==> src/rtl/uart_tx_sequencer.sv <==
// ----------------------------------------------------------------------------
// uart_tx_sequencer
//
// UART transmit controller. Each accepted byte is sent as one serial frame:
// start bit (0), W data bits LSB-first, optional even-parity bit, stop bit (1).
// Every bit is held for BAUD_DIV clock cycles. W is taken from bitWidth at
// accept time and clamped to 5..8.
//
// Build option:
//   UART_TX_PARITY_EN  when defined, a PARITY bit (even parity over the W
//                      latched data bits) is inserted between DATA and STOP.
//                      When undefined, no parity state or logic exists.
//
// Parameters:
//   BAUD_DIV   clk cycles per serial bit (>= 2)
//
// Ports:
//   clk        in   system clock, all logic on posedge
//   reset      in   synchronous active-high reset
//   bitWidth   in   [3:0] requested data bits per frame (clamped 5..8)
//   tx_data    in   [7:0] byte to transmit
//   tx_valid   in   requester has a byte
//   tx_ready   out  controller idle; byte accepted when tx_valid is high
//   txd        out  serial line, idle high, registered
//   busy       out  frame in progress
//   done       out  one-cycle pulse after the stop bit completes
//
// States:
//   state    | meaning
//   S_IDLE   | line idle (txd=1), ready for a byte
//   S_START  | start bit (txd=0)
//   S_DATA   | data bits, LSB first
//   S_PARITY | even parity bit (parity builds only)
//   S_STOP   | stop bit (txd=1)
// ----------------------------------------------------------------------------
module uart_tx_sequencer #(
    parameter int BAUD_DIV = 16
) (
    input  logic       clk,
    input  logic       reset,
    input  logic [3:0] bitWidth,
    input  logic [7:0] tx_data,
    input  logic       tx_valid,
    output logic       tx_ready,
    output logic       txd,
    output logic       busy,
    output logic       done
);

    localparam int              CW      = (BAUD_DIV > 2) ? $clog2(BAUD_DIV) : 1;
    localparam logic [CW-1:0]   CNT_MAX = CW'(BAUD_DIV - 1);

    typedef enum logic [2:0] {
        S_IDLE   = 3'd0,
        S_START  = 3'd1,
        S_DATA   = 3'd2,
`ifdef UART_TX_PARITY_EN
        S_PARITY = 3'd3,
`endif
        S_STOP   = 3'd4
    } state_t;

    state_t          r_state;
    logic [CW-1:0]   r_cnt;
    logic [2:0]      r_bitcnt;
    logic [2:0]      r_wlast;     // effective width minus one
    logic [7:0]      r_shift;
    logic            r_txd;
    logic            r_ready;
    logic            r_busy;
    logic            r_done;

    logic            w_tick;
    logic            w_accept;
    logic [3:0]      w_width;

    assign w_tick   = r_busy & (r_cnt == CNT_MAX);
    assign w_accept = tx_valid & r_ready;

    always_comb begin
        w_width = bitWidth;
        if (bitWidth < 4'd5) begin
            w_width = 4'd5;
        end else if (bitWidth > 4'd8) begin
            w_width = 4'd8;
        end
    end

`ifdef UART_TX_PARITY_EN
    logic       r_parity;
    logic [7:0] w_mask;
    logic       w_parity;

    // Parity is taken over the masked byte at accept, so later tx_data
    // changes cannot disturb it.
    assign w_mask   = 8'hFF >> (4'd8 - w_width);
    assign w_parity = ^(tx_data & w_mask);
`endif

    always_ff @(posedge clk) begin
        if (reset) begin
            r_state  <= S_IDLE;
            r_cnt    <= '0;
            r_bitcnt <= '0;
            r_wlast  <= 3'd7;
            r_shift  <= '0;
            r_txd    <= 1'b1;
            r_ready  <= 1'b1;
            r_busy   <= 1'b0;
            r_done   <= 1'b0;
`ifdef UART_TX_PARITY_EN
            r_parity <= 1'b0;
`endif
        end else begin
            r_done <= 1'b0;

            if (r_state == S_IDLE || r_cnt == CNT_MAX) begin
                r_cnt <= '0;
            end else begin
                r_cnt <= r_cnt + CW'(1);
            end

            case (r_state)
                S_IDLE: begin
                    if (w_accept) begin
                        r_state  <= S_START;
                        r_shift  <= tx_data;
                        r_wlast  <= 3'(w_width - 4'd1);
                        r_bitcnt <= '0;
                        r_cnt    <= '0;
                        r_txd    <= 1'b0;
                        r_ready  <= 1'b0;
                        r_busy   <= 1'b1;
`ifdef UART_TX_PARITY_EN
                        r_parity <= w_parity;
`endif
                    end
                end

                S_START: begin
                    if (w_tick) begin
                        r_state <= S_DATA;
                        r_txd   <= r_shift[0];
                    end
                end

                S_DATA: begin
                    if (w_tick) begin
                        if (r_bitcnt == r_wlast) begin
                            r_bitcnt <= '0;
`ifdef UART_TX_PARITY_EN
                            r_state  <= S_PARITY;
                            r_txd    <= r_parity;
`else
                            r_state  <= S_STOP;
                            r_txd    <= 1'b1;
`endif
                        end else begin
                            r_bitcnt <= r_bitcnt + 3'd1;
                            r_shift  <= r_shift >> 1;
                            // txd is registered, so present the bit that
                            // will sit in shift[0] after this shift.
                            r_txd    <= r_shift[1];
                        end
                    end
                end

`ifdef UART_TX_PARITY_EN
                S_PARITY: begin
                    if (w_tick) begin
                        r_state <= S_STOP;
                        r_txd   <= 1'b1;
                    end
                end
`endif

                S_STOP: begin
                    if (w_tick) begin
                        r_state <= S_IDLE;
                        r_txd   <= 1'b1;
                        r_ready <= 1'b1;
                        r_busy  <= 1'b0;
                        r_done  <= 1'b1;
                    end
                end

                default: begin
                    r_state <= S_IDLE;
                    r_txd   <= 1'b1;
                    r_ready <= 1'b1;
                    r_busy  <= 1'b0;
                end
            endcase
        end
    end

    assign tx_ready = r_ready;
    assign txd      = r_txd;
    assign busy     = r_busy;
    assign done     = r_done;

endmodule

==> config.mk <==
export PLATFORM = sky130hd
export DESIGN_NAME = uart_tx_sequencer
export DESIGN_NICKNAME = d
export VERILOG_FILES = /design/src/rtl/uart_tx_sequencer.sv
export SDC_FILE = /design/constraint.sdc
export NUM_CORES = 1
export LEC_CHECK = 0
export ABC_AREA = 1
export BUFFER_PORTS_ARGS = -buffer_cell sky130_fd_sc_hd__buf_2
export CORE_MARGIN = 1
export CORE_UTILIZATION = 55
export CTS_CLUSTER_DIAMETER = 120
export CTS_CLUSTER_SIZE = 8
export DETAILED_ROUTE_END_ITERATION = 8
export MAX_ROUTING_LAYER = met4
export PLACE_DENSITY = 0.77
export REMOVE_ABC_BUFFERS = 1
export SKIP_LAST_GASP = 1
export SYNTH_ARGS = -nofsm -noshare
export SYNTH_HDL_FRONTEND = slang
export SYNTH_SLANG_ARGS = --single-unit
==> constraint.sdc <==
create_clock -name clk -period 1.5 [get_ports clk]
set_input_delay 0.075 -clock clk [delete_from_list [all_inputs] [get_ports clk]]
set_output_delay 0.075 -clock clk [all_outputs]
set_load 0.005 [all_outputs]
==> reports/results.ini, run 1 <==
[clock_tree]
clock_latency_ns = 0.32
numCtsBuffers = 3
cts-root-buf = clkbuf_4
cts_tree = built
cts.htree.levels = 1
cts.sinks = 25
clk_pin_slew_ns = 0.13
cts.path.max_buffers = 2

[detailed_routing]
ant_nets = 0
first_pass_iters = 4
wl_met3_um = 63
wl_per_cell_um = 10.7
drt_wl_total_mm = 2.59
wl_met2_mm = 1.36
post-route-drc-count = 0
highest_layer = met4
vias = 1218
first_iter_violations = 24
via_per_inst = 5.01
wl_met1_mm = 1.15

[die]
num_rows = 17
chipWidth_um = 50.9
core_area_mm2 = 0.00223
design.die.area_mm2 = 0.00259
num_io_pins = 19
die_height_um = 50.9
start_util = 0.588

[grt]
antenna_found_initial = 0
overflow = 0
grt_pass1_wl_mm = 4.49
grt.total_usage = 0.239
grt_pass1_vias = 1097
grt_max_degree = 17

[timing]
max_freq_mhz = 699
period_minus_slack_ns = 1.43
final.period_utilization = 0.953
drv_slew = 0
worst_pin_slew_ns = 0.295
hold_viol = 0
hold_slack_ns = 0.0897
clock_skew_ns = 0.00366
setup_violations = 0
grt_setup_unrepaired = yes
slew_headroom = 0.802

[synth]
synth_warnings = 0
avgSynthCellArea_um2 = 6.87
synth_edf_count = 0
synth-seq-area-share = 0.381
postSynthCellCount = 191
synthArstFlopShare = 0
ys_seq_elements = 25
synthDistinctLibCells = 22
synth_flop_cell = dfxtp_1
syn_area_mm2 = 0.00131

[finish]
final_layout_size_suffix_gt1_frac = 0.205
nets = 234
syn_to_final_growth_pct = 13.6
antennaDiodeCount = 0
finalNonFillerCells = 243
nFillCells = 190

[placement]
dpl.cell_count = 235
place.detailed.hpwl_mm = 1.94
io_buffers = 18
gp_congestion = 0.789

[min_path]
min_path_type = in2reg

[run_status]
outcome = completed

[run]
cap_viol_max_count = 0

[critical_path]
critPathCaptureType = flop
crit_type = reg2reg
path_max_fanout = 16
worstPathRequired_ns = 1.73
critPathLaunchType = flop
crit_arrival_ns = 1.66

[pwr]
powerDensity_mw_per_mm2 = 1840
vdd_drop_max_mv = 1.06
leakage_uw = 0.000764

## routing by layer
layer | up-vias | GRT usage
met4 | 0 | 0.0880
met5 | - | -
li1 | 649 | -
met3 | 2 | 0.0357
met2 | 19 | 0.427
met1 | 548 | 0.269
## final timing paths
kind                    from          to  slack, ns  cells after the start
setup / recovery  r_state[0]  r_shift[5]       0.07                      9
hold / removal    tx_data[7]  r_shift[7]       0.09                      5
setup reg to reg  r_state[0]  r_shift[5]       0.07                      9
hold reg to reg     r_cnt[0]    r_cnt[0]       0.43                      1
## power breakdown
part	total [uW]	internal [uW]	leakage [uW]	switching, uW
combinational	1390	517	0.000542	869
clock	302	104	0.0000150	198
sequential	1050	903	0.000207	152
## area by class of cell
type                       instances  area, um^2  area share
multi-input combinational        138         697       0.467
sequential                        25         503       0.337
timing repair buffer              24         138      0.0923
inverter                          24        92.6      0.0621
tap                               28        35.0      0.0235
clock buffer                       4        26.3      0.0176
## cell usage after synthesis (2+ instances only)
cell type | count | share of area
nand2_1 | 60 | 0.17
dfxtp_1 | 25 | 0.38
nor2_1 | 20 | 0.057
inv_1 | 19 | 0.054
nand3_1 | 17 | 0.065
a21oi_1 | 14 | 0.053
o21ai_0 | 6 | 0.023
inv_2 | 4 | 0.011
nand2_4 | 4 | 0.034
buf_6 | 3 | 0.026
ha_1 | 3 | 0.029
nor2_4 | 2 | 0.017
nor3_1 | 2 | 0.0076
o211ai_1 | 2 | 0.011
xnor2_1 | 2 | 0.013
xor2_1 | 2 | 0.013
## timing repair
item	CTS	global route
setup buffers	0	3
hold buffers	1	0
resized for setup	0	6
hold endpoints to repair	2	0
setup endpoints to repair	0	13
## placed cells by master, fill, tap and decap left out, types with 2 or more instances in the layout
master,count
a21oi_1,14
buf_4,5
nand2_2,2
inv_1,19
nand2_4,4
xor2_1,2
nand2_1,58
buf_2,18
nand3_1,17
nor2_4,2
o211ai_1,2
nor3_1,2
inv_2,4
xnor2_1,2
clkbuf_4,3
nor2_1,20
dfxtp_1,23
ha_1,2
o21ai_0,6
dfxtp_2,2
## flip-flops by register name (all words and copies together) (netlist names)
register and cells:
r_shift 8, r_cnt 4, r_bitcnt 3, r_state 3, r_wlast 3, busy 1
done 1, tx_ready 1, txd 1
## metrics by stage
stage | power [uW] | cell area (um^2) | util | setup TNS, ns | worst slack [ns]
finish | 2740 | 1490 | 0.668 | 0 | 0.0698
global route | 3030 | 1490 | 0.668 | -0.148 | -0.0248
CTS | 2700 | 1450 | 0.649 | 0 | 0.0684
detailed placement | 2410 | 1410 | 0.633 | 0 | 0.0946
global placement | 2340 | 1410 | 0.633 | 0 | 0.133
floorplan | 2100 | 1270 | - | 0 | 0.188
## critical path, stage by stage (launching register included)
cell and delay, ns:
dfxtp_1 0.35, inv_2 0.11, nand2_4 0.08, nor2_4 0.22, buf_4 0.16, nand2_4 0.06
nand2_4 0.16, nand3_1 0.09, nand2_1 0.07, nor2_1 0.04
## logic make-up after synthesis
logic type,Yosys count,synth area share
xor gates and xnor gates,4,0.0267
and+or+nand+nor,108,0.372
buffers and inverters,28,0.100
adders and majority gates,3,0.0286
DFF,25,0.381
AOI/OAI and AO/OA,23,0.0915
(Power assumes the default switching activity.)
==> run 2: changes to the inputs <==
BUFFER_PORTS_ARGS = unset   (was -buffer_cell sky130_fd_sc_hd__buf_2)
CORE_UTILIZATION = 60   (was 55)
DONT_BUFFER_PORTS = 1   (was unset)
PLACE_DENSITY = 0.76   (was 0.77)
==> reports/results.ini, run 2 (synthesis gave the netlist of run 1 again) <==
[grt]
grt.total_usage = 0.254  ; was 0.239
antenna_found_initial = 0  ; unchanged
grt_pass1_wl_mm = 4.64  ; was 4.49 mm
overflow = 0  ; unchanged
grt_pass1_vias = 1122  ; was 1097
grt_max_degree = 17  ; unchanged

[clock_tree]
cts.sinks = 25  ; unchanged
post_cts_buffers = 0  ; unchanged
clk_pin_slew_ns = 0.14  ; was 0.13 ns
cts.path.max_buffers = 2  ; unchanged
cts.htree.levels = 1  ; unchanged
cts_tree = built  ; unchanged
cts-root-buf = clkbuf_4  ; unchanged
numCtsBuffers = 3  ; unchanged
clock_latency_ns = 0.32  ; about the same

[timing]
period_minus_slack_ns = 1.37  ; was 1.43 ns
worst_pin_slew_ns = 0.511  ; was 0.295 ns
hold_slack_ns = 0.0522  ; was 0.0897 ns
drv_slew = 0  ; unchanged
tns_ns = 0  ; unchanged
clock_skew_ns = 0.00783  ; was 0.00366 ns
max_freq_mhz = 727  ; was 699 MHz
final.period_utilization = 0.916  ; was 0.953
slew_headroom = 0.659  ; was 0.802
hold_viol = 0  ; unchanged
setup_violations = 0  ; unchanged

[critical_path]
worst_r2r_endpoint = r_bitcnt[1]  ; was r_shift[5]
r2r_cells = 8  ; was 9
crit_type = reg2reg  ; unchanged
critPathLaunchType = flop  ; unchanged
reg2reg_slack_ns = 0.13  ; was 0.07 ns
critPathCaptureType = flop  ; unchanged
setup.worst_path.start = r_cnt[0]  ; was r_state[0]
crit_arrival_ns = 1.60  ; was 1.66 ns
worstSetupEndpoint = r_bitcnt[1]  ; was r_shift[5]
worstPathRequired_ns = 1.72  ; was 1.73 ns
reg2reg_from = r_cnt[0]  ; was r_state[0]
path_max_fanout = 5  ; was 16

[run_status]
outcome = completed  ; unchanged

[placement]
io_buffers = 0  ; was 18
gp_congestion = 0.840  ; was 0.789
place.detailed.hpwl_mm = 1.90  ; was 1.94 mm

[pwr]
powerDensity_mw_per_mm2 = 1940  ; was 1840 mW/mm^2
vdd_drop_max_mv = 1.14  ; was 1.06 mV
leakage_uw = 0.000679  ; was 0.000764 uW

[finish]
antennaDiodeCount = 0  ; unchanged
final_layout_size_suffix_gt1_frac = 0.113  ; was 0.205
nets = 214  ; was 234
top_register = r_shift  ; unchanged
largest_register_ffs = 8  ; unchanged
reg_top3 = r_shift (8), r_cnt (4)  ; unchanged
mostFrequentLayoutCells = 58 x nand2_1, 23 x dfxtp_1, 20 x nor2_1  ; unchanged
layout_commonest_cell = nand2_1  ; unchanged
syn_to_final_growth_pct = 6.86  ; was 13.6%

[detailed_routing]
first_pass_iters = 4  ; unchanged
first_iter_violations = 40  ; was 24
wl_per_cell_um = 12.0  ; was 10.7 um
ant_nets = 0  ; unchanged
drt_wl_total_mm = 2.67  ; was 2.59 mm
post-route-drc-count = 0  ; unchanged
via_per_inst = 5.32  ; was 5.01
vias = 1180  ; was 1218

[die]
core_area_mm2 = 0.00200  ; was 0.00223 mm^2
num_rows = 16  ; was 17
die_height_um = 48.8  ; was 50.9 um
num_io_pins = 19  ; unchanged
start_util = 0.656  ; was 0.588
chipWidth_um = 48.8  ; was 50.9 um
design.die.area_mm2 = 0.00238  ; was 0.00259 mm^2

[min_path]
min_path_type = in2reg  ; unchanged

[run]
cap_viol_max_count = 0  ; unchanged

## run 2: critical path: stages (launching register included)
cell and delay (ns):
dfxtp_4 0.39, ha_4 0.16, nand4_4 0.13, nand2_2 0.11, nand2_4 0.08, nor2_4 0.14
inv_1 0.08, o21ai_1 0.14, nor2_1 0.06
## run 2: area by class of cell
class,count,area (um^2)
well taps,27,33.8
clock buffers,4,26.3
fillers,185,599
multi-input cells,138,707
repair buffers,4,37.5
inverters,24,92.6
flip-flops and latches,25,505
## run 2: metal layers
| layer | vias up | GRT usage | share of wire | wire length [um] |
|---|---|---|---|---|
| li1 | 608 | - | - | - |
| met1 | 544 | 0.306 | 0.46 | 1230 |
| met2 | 24 | 0.440 | 0.50 | 1330 |
| met3 | 4 | 0.0374 | 0.032 | 84 |
| met4 | 0 | 0.0735 | 0.0071 | 19 |
| met5 | - | - | 0 | 0 |
## run 2: power breakdown
| group | leakage [uW] | internal (uW) | switching, uW |
|---|---|---|---|
| logic | 0.000457 | 463 | 868 |
| registers | 0.000207 | 907 | 175 |
| clock network | 0.0000150 | 104 | 203 |
| total | 0.000679 | 1470 | 1250 |
## run 2: what timing repair did
item,in CTS,in global routing
endpoints found under the hold margin,8,0
setup endpoints to repair,0,13
hold buffers,3,0
resized for setup,0,8
## run 2: how the worst min path moves through the flow
stage / start / end / slack (ns) / depth (start not counted)
6_report: tx_data[2] / r_shift[2] / 0.05 / 6
5_1_grt: bitWidth[2] / r_wlast[1] / 0.05 / 3
4_1_cts: bitWidth[3] / r_wlast[0] / 0.06 / 4
3_5_place_dp: reset / busy / 0.15 / 1
3_3_place_gp: reset / r_state[0] / 0.15 / 1
2_1_floorplan: reset / busy / 0.14 / 1
## run 2: through the flow
stage	setup slack (ns)	area, um^2	cells	power (uW)	utilization
after detailed placement	0.0442	1320	215	2370	0.657
final	0.125	1400	222	2720	0.701
after global placement	0.133	1320	215	2290	0.657
after CTS	0.0257	1370	222	2670	0.685
after global routing	-0.000924	1400	222	2970	0.701
after floorplan	0.188	1270	187	2100	-
==> run 3: changes to the inputs <==
RECOVER_POWER = 50   (was unset)
SLEW_MARGIN = 40   (was unset)
==> reports/results.ini, run 3 (synthesis gave the netlist of run 1 again) <==
[detailed_routing]
first_iter_violations = 40  ; unchanged
drt_wl_total_mm = 2.67  ; unchanged
via_per_inst = 5.29  ; was 5.32
ant_nets = 0  ; unchanged
first_pass_iters = 4  ; unchanged
post-route-drc-count = 0  ; unchanged
wl_per_cell_um = 12.0  ; unchanged
vias = 1175  ; was 1180

[die]
start_util = 0.656  ; unchanged
design.die.area_mm2 = 0.00238  ; unchanged
die_height_um = 48.8  ; unchanged
num_io_pins = 19  ; unchanged
num_rows = 16  ; unchanged
chipWidth_um = 48.8  ; unchanged
core_area_mm2 = 0.00200  ; unchanged

[timing]
final.period_utilization = 0.917  ; was 0.916
slew_headroom = 0.659  ; about the same
max_freq_mhz = 727  ; about the same
hold_slack_ns = 0.0521  ; was 0.0522 ns
worst_pin_slew_ns = 0.511  ; about the same
clock_skew_ns = 0.00783  ; about the same
setup_violations = 0  ; unchanged
tns_ns = 0  ; unchanged
final.setup.worst_slack_ns = 0.125  ; about the same
period_minus_slack_ns = 1.37  ; about the same
drv_slew = 0  ; unchanged
hold_viol = 0  ; unchanged

[finish]
antennaDiodeCount = 0  ; unchanged
final_util = 0.701  ; unchanged
largest_register_ffs = 8  ; unchanged
reg_top3 = r_shift (8), r_cnt (4)  ; unchanged
layout_commonest_cell = nand2_1  ; unchanged
nFillCells = 185  ; unchanged
finalNonFillerCells = 222  ; unchanged
top_register = r_shift  ; unchanged
nets = 214  ; unchanged
final_layout_size_suffix_gt1_frac = 0.108  ; was 0.113
syn_to_final_growth_pct = 6.86  ; unchanged
mostFrequentLayoutCells = 58 x nand2_1, 23 x dfxtp_1, 20 x inv_1, 20 x nor2_1, 17 x nand3_1  ; was 58 x nand2_1, 23 x dfxtp_1, 20 x nor2_1

[clock_tree]
clk_pin_slew_ns = 0.14  ; about the same
cts.sinks = 25  ; unchanged
cts-root-buf = clkbuf_4  ; unchanged
numCtsBuffers = 3  ; unchanged
cts_tree = built  ; unchanged
clock_latency_ns = 0.32  ; about the same
cts.htree.levels = 1  ; unchanged
cts.path.max_buffers = 2  ; unchanged

[run_status]
outcome = completed  ; unchanged

[critical_path]
critPathCaptureType = flop  ; unchanged
r2r_cells = 8  ; unchanged
crit_type = reg2reg  ; unchanged
critPathLaunchType = flop  ; unchanged
worstPathRequired_ns = 1.72  ; about the same
path_max_fanout = 5  ; unchanged
crit_arrival_ns = 1.60  ; about the same

[placement]
place.detailed.hpwl_mm = 1.90  ; unchanged
post-place-ws_ns = 0.0442  ; unchanged
io_buffers = 0  ; unchanged
dpl.cell_count = 215  ; unchanged
gp_congestion = 0.840  ; unchanged

[pwr]
powerDensity_mw_per_mm2 = 1940  ; about the same
vdd_drop_max_mv = 1.14  ; about the same
leakage_uw = 0.000679  ; about the same

[grt]
antenna_found_initial = 0  ; unchanged
grt.total_usage = 0.254  ; unchanged
grt_pass1_wl_mm = 4.64  ; unchanged
grt_pass1_vias = 1122  ; unchanged
overflow = 0  ; unchanged
grt_max_degree = 17  ; unchanged

[run]
cap_viol_max_count = 0  ; unchanged

[min_path]
worstHoldPathCells = 6  ; unchanged
min_path_type = in2reg  ; unchanged

## run 3: final cells by class
cell class	count	area [um^2]	share of cell area
Inverter	24	92.6	0.0660
Multi-Input combinational cell	138	707	0.504
Clock buffer	4	26.3	0.0187
Tap cell	27	33.8	0.0241
Timing Repair Buffer	4	37.5	0.0268
Sequential cell	25	505	0.360
## run 3: final timing paths
check,from,to,slack (ns)
worst max-delay path,r_cnt[0],r_bitcnt[1],0.13
worst min-delay path,tx_data[2],r_shift[2],0.05
worst max register to register,r_cnt[0],r_bitcnt[1],0.13
worst min register to register,r_cnt[0],r_cnt[0],0.45
## run 3: per-stage QoR
stage	total power (uW)	area, um^2
after global placement	2290	1320
after detailed placement	2370	1320
after global routing	2970	1400
final	2720	1400
after floorplan	2100	1270
after CTS	2670	1370
## run 3: metal layers
metal	part of all wire	GRT usage	wire length, um
met1	0.46	0.306	1230
met2	0.50	0.440	1340
met3	0.030	0.0374	79
met4	0.0068	0.0735	18
met5	0	-	0
## run 3: where the power goes
| group | internal, uW | switching, uW | leakage (uW) |
|---|---|---|---|
| Combinational | 462 | 868 | 0.000457 |
| Sequential | 907 | 174 | 0.000207 |
| Clock | 104 | 203 | 0.0000150 |
## run 3: critical path, cell delays in order (launching register included)
cell,delay [ns]
dfxtp_4,0.39
ha_4,0.16
nand4_4,0.13
nand2_2,0.11
nand2_4,0.08
nor2_4,0.14
inv_1,0.08
o21ai_1,0.14
nor2_1,0.06
## run 3: what timing repair did
action                                  4_1_cts  5_1_grt
endpoints found under the setup margin        0       13
hold buffers                                  3        0
resized for setup                             0        8
buffers inserted                              0        0
endpoints found under the hold margin         8        0
